`src/rtl/amp_spi_responder.sv`:
```
// SPI responder for the preamp link: receives {gain_b,gain_a} words and
// shifts the previously held word back out on amp_dout.
// Ports: CLK50MHZ, RST (async low), spi_sck/spi_mosi/amp_cs/amp_shdn in;
//        amp_dout, gain_a, gain_b, gain_valid, frame_err out.
module amp_spi_responder #(
  parameter int DATA_W      = 8,
  parameter int SYNC_STAGES = 2
) (
  input  logic       CLK50MHZ,
  input  logic       RST,
  input  logic       spi_sck,
  input  logic       spi_mosi,
  input  logic       amp_cs,
  input  logic       amp_shdn,
  output logic       amp_dout,
  output logic [3:0] gain_a,
  output logic [3:0] gain_b,
  output logic       gain_valid,
  output logic       frame_err
);

  localparam logic [1:0] IDLE  = 2'd0;
  localparam logic [1:0] SHIFT = 2'd1;
  localparam logic [1:0] DONE  = 2'd2;

  localparam logic [3:0] BITS = 4'(DATA_W);

  logic [SYNC_STAGES-1:0] sck_s;
  logic [SYNC_STAGES-1:0] mosi_s;
  logic [SYNC_STAGES-1:0] cs_s;
  logic [SYNC_STAGES-1:0] shdn_s;

  logic sck_q;
  logic cs_q;

  logic sck_m;
  logic mosi_m;
  logic cs_m;
  logic shdn_m;

  logic sck_rise;
  logic sck_fall;
  logic cs_rise;
  logic cs_fall;

  logic [1:0]        state;
  logic [DATA_W-1:0] tx_sr;
  logic [DATA_W-1:0] rx_sr;
  logic [3:0]        bit_cnt;

  always_ff @(posedge CLK50MHZ or negedge RST) begin
    if (!RST) begin
      sck_s  <= '0;
      mosi_s <= '0;
      cs_s   <= '0;
      shdn_s <= '0;
      sck_q  <= 1'b0;
      cs_q   <= 1'b0;
    end else begin
      sck_s  <= {sck_s[SYNC_STAGES-2:0], spi_sck};
      mosi_s <= {mosi_s[SYNC_STAGES-2:0], spi_mosi};
      cs_s   <= {cs_s[SYNC_STAGES-2:0], amp_cs};
      shdn_s <= {shdn_s[SYNC_STAGES-2:0], amp_shdn};
      sck_q  <= sck_s[SYNC_STAGES-1];
      cs_q   <= cs_s[SYNC_STAGES-1];
    end
  end

  assign sck_m  = sck_s[SYNC_STAGES-1];
  assign mosi_m = mosi_s[SYNC_STAGES-1];
  assign cs_m   = cs_s[SYNC_STAGES-1];
  assign shdn_m = shdn_s[SYNC_STAGES-1];

  assign sck_rise = sck_m & ~sck_q;
  assign sck_fall = ~sck_m & sck_q;
  assign cs_rise  = cs_m & ~cs_q;
  assign cs_fall  = ~cs_m & cs_q;

  always_ff @(posedge CLK50MHZ or negedge RST) begin
    if (!RST) begin
      state      <= IDLE;
      tx_sr      <= '0;
      rx_sr      <= '0;
      bit_cnt    <= '0;
      amp_dout   <= 1'b0;
      gain_a     <= '0;
      gain_b     <= '0;
      gain_valid <= 1'b0;
      frame_err  <= 1'b0;
    end else begin
      gain_valid <= 1'b0;
      frame_err  <= 1'b0;
      if (shdn_m) begin
        // shutdown clears the held gains and drops any open frame
        state    <= IDLE;
        gain_a   <= '0;
        gain_b   <= '0;
        amp_dout <= 1'b0;
      end else begin
        unique case (state)
          IDLE: begin
            if (cs_fall) begin
              tx_sr    <= {gain_b, gain_a};
              amp_dout <= gain_b[3];
              bit_cnt  <= '0;
              state    <= SHIFT;
            end
          end
          SHIFT: begin
            // CS edge takes priority over a same-cycle SCK edge
            if (cs_rise) begin
              state <= DONE;
            end else if (sck_rise) begin
              rx_sr <= {rx_sr[DATA_W-2:0], mosi_m};
              if (bit_cnt != 4'hF)
                bit_cnt <= bit_cnt + 4'd1;
            end else if (sck_fall) begin
              tx_sr    <= {tx_sr[DATA_W-2:0], 1'b0};
              amp_dout <= tx_sr[DATA_W-2];
            end
          end
          DONE: begin
            if (bit_cnt == BITS) begin
              gain_b     <= rx_sr[7:4];
              gain_a     <= rx_sr[3:0];
              gain_valid <= 1'b1;
            end else begin
              frame_err <= 1'b1;
            end
            amp_dout <= 1'b0;
            state    <= IDLE;
          end
          default: state <= IDLE;
        endcase
      end
    end
  end

endmodule

```
`config.mk`:
```
export PLATFORM = sky130hd
export DESIGN_NAME = amp_spi_responder
export DESIGN_NICKNAME = d
export VERILOG_FILES = /design/src/rtl/amp_spi_responder.sv
export SDC_FILE = /design/constraint.sdc
export NUM_CORES = 1
export LEC_CHECK = 0
export CAP_MARGIN = 20
export CORE_ASPECT_RATIO = 0.7
export CORE_MARGIN = 2
export CORE_UTILIZATION = 35
export DETAILED_ROUTE_END_ITERATION = 10
export PLACE_DENSITY = 0.54
export SYNTH_ARGS = -nofsm -noshare
export SYNTH_HDL_FRONTEND = slang
export SYNTH_SLANG_ARGS = --single-unit
```
`constraint.sdc`:
```
create_clock -name CLK50MHZ -period 2.4 [get_ports CLK50MHZ]
set_input_delay 0.48 -clock CLK50MHZ [delete_from_list [all_inputs] [get_ports CLK50MHZ]]
set_output_delay 0.48 -clock CLK50MHZ [all_outputs]
set_load 0.1 [all_outputs]
```
Yosys cells after proc, flatten, opt, wreduce, memory -nomap -nowiden
Cells that the tools add are included.
Widths: inputs -> output; s select.

word-level totals
  register bits after elaboration = 42
  bits in latches = 0
  memory bits (writable) = 0
  bits in read-only memories = 0
  output and inout bits = 11
  word-level logic and storage cells = 84
  memories kept = 0

cells by class
  add/sub/neg operators = 1
  multiply operators = 0
  div/mod/pow operators = 0
  $lt $le $gt $ge = 0
  equal/unequal tests = 15
  shift-type cells = 0
  muxes and demuxes = 32
  bitwise logic cells = 10
  reduce and logical (&&, ||, !) cells = 11

operator list
  operator             count
  $mux 4               10
  $mux 7               4
  $ne 3x3->1 const B   5
  $pmux 7 s2           1
  $ne 2x2->1 const B   6
  $reduce_and 6->1     2
  $mux 1               11
  $pmux 4 s2           1
  $mux 2               3
  $not 1->1            6
  $reduce_bool 2->1    3
  $reduce_and 5->1     1
  $add 4x1->4 const B  1
  $and 1x1->1          4
  $eq 4x4->1 const B   1
  $ne 4x4->1 const B   1
  $pmux 2 s2           1
  $reduce_and 2->1     2
  $reduce_and 4->1     1
  $reduce_bool 4->1    1
  $pmux 1 s3           1
  $eq 2x1->1 const B   1
  $eq 2x2->1 const B   1
  $logic_not 2->1      1

Longest topological paths before layout
  word-level depth = 7
  mapped depth = 8

Worst setup path before layout
No wires, ideal clock.

  path kind = register -> register
  start = register state[0]
  end = register bit_cnt[3]
  arrival = 1.668 ns
  path slack = 0.606 ns
  cell stages (with the launch flop) = 8
  path buffers = 1
  path through = dfrtp_1 > inv_1 > ha_1 > buf_4 > mux2i_1 > o31ai_4 > nand3_2 > a221o_1

on the way
  longest elaborated chain between the ends = 3
  elaborated cells between the ends (all ways) = 9
  classes of those cells = 5 x eq/ne; 1 x mux; 3 x reduce/logical

RTL lines
  what                                                                     RTL line  source
  start, declared                                                          46        logic [1:0] state;
  start signal, assigned                                                   81        state <= IDLE;
  start signal, assigned                                                   95        state <= IDLE;
  start signal, assigned                                                   106       state <= SHIFT;
  $eq 2x1->1 / $logic_not 2->1 (equally long branches)                     100       unique case (state)
  $ne 2x2->1 (no source line) / $reduce_bool 2->1 (equally long branches)  n/a
  $reduce_and 6->1 (no source line)                                        n/a
  end signal, assigned                                                     116       bit_cnt <= bit_cnt + 4'd1;
  end, declared                                                            49        logic [3:0] bit_cnt;

Parallel ways exist; a longest one is shown, timed or not.
A chain may end at the register's enable or synchronous reset.

Worst setup path in the final report
  start = register state[1]
  end = register tx_sr[0]

on the way
  longest elaborated chain between the ends = 3
  elaborated cells between the ends (all ways) = 9
  classes of those cells = 5 x eq/ne; 1 x mux; 3 x reduce/logical

RTL lines
  what                                                                     RTL line  source
  $eq 2x1->1 / $logic_not 2->1 (equally long branches)                     100
  $ne 2x2->1 (no source line) / $reduce_bool 2->1 (equally long branches)  n/a
  $reduce_and 6->1 (no source line)                                        n/a
  end signal, assigned                                                     103       tx_sr <= {gain_b, gain_a};
  end signal, assigned                                                     118       tx_sr <= {tx_sr[DATA_W-2:0], 1'b0};
  end, declared                                                            47        logic [DATA_W-1:0] tx_sr;

Parallel ways exist; a longest one is shown, timed or not.

==> reports/results.ini <==
[timing]
fmax_ghz=0.493
clock_skew_ns=0.00727
relSlewSlack=0.492
setup_viol=0
final_hold_viol_count=0
worstMarginPinSlew_ns=0.758
setup_tns_ns=0
period_minus_slack_ns=2.03
whs_ns=0.0956
finalCritPeriodShare=0.846
finalWorstSetupSlack_ns=0.370
rsz0062_at_grt=no
slew_violations=0

[route]
drc=0
drt-wirelength-per-cell_um=15.0
via_per_inst=5.03
drt-initial-drc-count=64
first_pass_iters=4
postRouteAntennaNets=0
vias=1176
wl_um=3520

[placed_design]
io_buffers=16
hpwl_um=2560
place_ws_ns=0.399
routabilityCongestion=0.715

[worst_setup_path]
slowest_delay_ns=0.41
crit_type=reg -> reg
worstPathArrival_ns=2.21
critPathRequiredTime_ns=2.58
r2r_start=state[1]
endpoint_kind=flop
setup.worst_path.start_class=flop
crit_start=state[1]
cp_max_fo=13
cp_cell_sequence=inv_1 -> ha_1 -> mux2i_1 -> o31ai_4 -> buf_4 -> nand2_1 -> mux2_2
cpMaxStageDelayCell=dfrtp_1

[yosys]
synth_top_cell_by_area=dfrtp_1
synth_seq_cells=42
synth_nets=153
yosysWarnings=0
avgSynthCellArea_um2=12.6
ys_types=29
syn_area_um2=1780
ys_seq_area_frac=0.592
synthTopCellsByArea=dfrtp_1 (59%), mux2_2 (5.7%), mux2i_1 (5.1%), ha_1 (4.2%), a22o_1 (3.9%)
synthCells=141
synth_top_area_frac=0.592

[clock_tree]
cts_made_buffers=5
cts.repair.resized=0
postCtsSetupBuffers=0
cts.reportedPaths.clkPinSlew_ns=0.08
htreeDepth=2
postCtsHoldBufs=0
cts_tree=yes
cts.sinks=42
clock_path_buffers=2
root_buffer=clkbuf_8
clock_latency_ns=0.29

[hold_path]
min_path_type=in -> async

[floorplanning]
coreArea_um2=4830
rows=21
die_w_um=89.1
start_util=0.367
dieHeight_um=63.6
pin_count=17
dieArea_um2=5670

[final_layout]
area_growth_pct=18.7
final_cell_mix=dfrtp_1 (42), buf_4 (15), a21oi_1 (12)
layout_commonest_cell=dfrtp_1
nets=176
fillers=468
drive_gt1_frac=0.212
antenna-diode-count=0

[status]
status=completed

[grt]
grt_pass1_vias=1214
grt_usage=0.141
grt_pass1_wl_um=6100
grt-ovfl-total=0
grt_max_degree=27
antenna_found_initial=0

[power]
p_leak_nw=0.969
power_density_nw_per_um2=715
ir_drop_v=0.000276

[run]
max_cap_viol_count=0

[kinds of logic (layout without fill, tap and decap cells)]
family | after synthesis | in the layout | share of synthesized area
AND/OR/NAND/NOR | 31 | 31 | 0.0973
flip-flops | 42 | 42 | 0.592
buffers and inverters | 9 | 33 | 0.0226
adder cells (fa/ha/maj) | 6 | 6 | 0.0423
AO/OA/AOI/OAI | 35 | 35 | 0.138
multiplexers | 18 | 18 | 0.108
[cell type report]
cell class / count / area (µm²) / area share
Sequential cell: 42 / 1050 / 0.499
Multi-Input combinational cell: 90 / 684 / 0.325
Timing Repair Buffer: 20 / 158 / 0.0748
Tap cell: 69 / 86.3 / 0.0409
Clock buffer: 6 / 72.6 / 0.0344
Clock inverter: 2 / 37.5 / 0.0178
Inverter: 5 / 18.8 / 0.00890
[cell usage after synthesis (all sizes together)]
master,count
a21oi,12
a221o,1
a22o,8
a311oi,1
a31oi,8
and2,1
and3,1
buf,3
clkbuf,1
dfrtp,42
ha,6
inv,5
mux2,9
mux2i,9
nand2,7
nand2b,5
nand3,4
nand4,1
nand4bb,1
nor2,5
nor2b,3
nor3,2
nor3b,1
o21ai,3
o31ai,1
o32a,1
[sequential cells by signal (all words and copies together) (netlist names), 4 cells and up]
| name | count |
|---|---|
| gain_a | 4 |
| bit_cnt | 4 |
| tx_sr | 7 |
| rx_sr | 8 |
| gain_b | 4 |
[per-stage QoR]
step / cells / util / total power, mW / instance area [µm²]
2_1_floorplan: 141 / - / 0.910 / 1780
3_3_place_gp: 226 / 0.413 / 0.964 / 2000
3_5_place_dp: 226 / 0.413 / 0.971 / 2000
4_1_cts: 234 / 0.436 / 1.53 / 2110
5_1_grt: 234 / 0.436 / 1.59 / 2110
6_report: 234 / 0.436 / 1.51 / 2110
[final timing paths]
check                       endpoint  slack (ns)  depth (start not counted)
max                         tx_sr[0]        0.37                          7
min                         state[1]         0.1                          1
max reg2reg                 tx_sr[0]        0.37                          7
min reg2reg                shdn_s[1]        0.35                          0
max in group asynchronous   tx_sr[4]        1.63                          2
min in group CLK50MHZ      shdn_s[1]        0.35                          0
[power by group]
group	switching [mW]	internal [mW]	total [mW]
Sequential	0.0357	0.759	0.794
Combinational	0.0941	0.0654	0.159
Clock	0.243	0.310	0.554
Total	0.373	1.13	1.51
[worst max-delay path: cells and delay by family (launching register included)]
family,cells,cell delay (ns)
adders and majority gates,1,0.35
AOI/OAI and AO/OA,1,0.26
and+or+nand+nor,1,0.07
muxes,2,0.45
buffers and inverters,2,0.36
DFF,1,0.41
[routing by layer]
layer | up-vias | wire length, µm | track usage
met2 | 21 | 1720 | 0.220
met5 | - | 0 | 0
met3 | 4 | 134 | 0.0550
met1 | 590 | 1640 | 0.190
met4 | 0 | 19 | 0.0224
li1 | 561 | - | -
No activity file was read; power rests on OpenSTA's default activity.
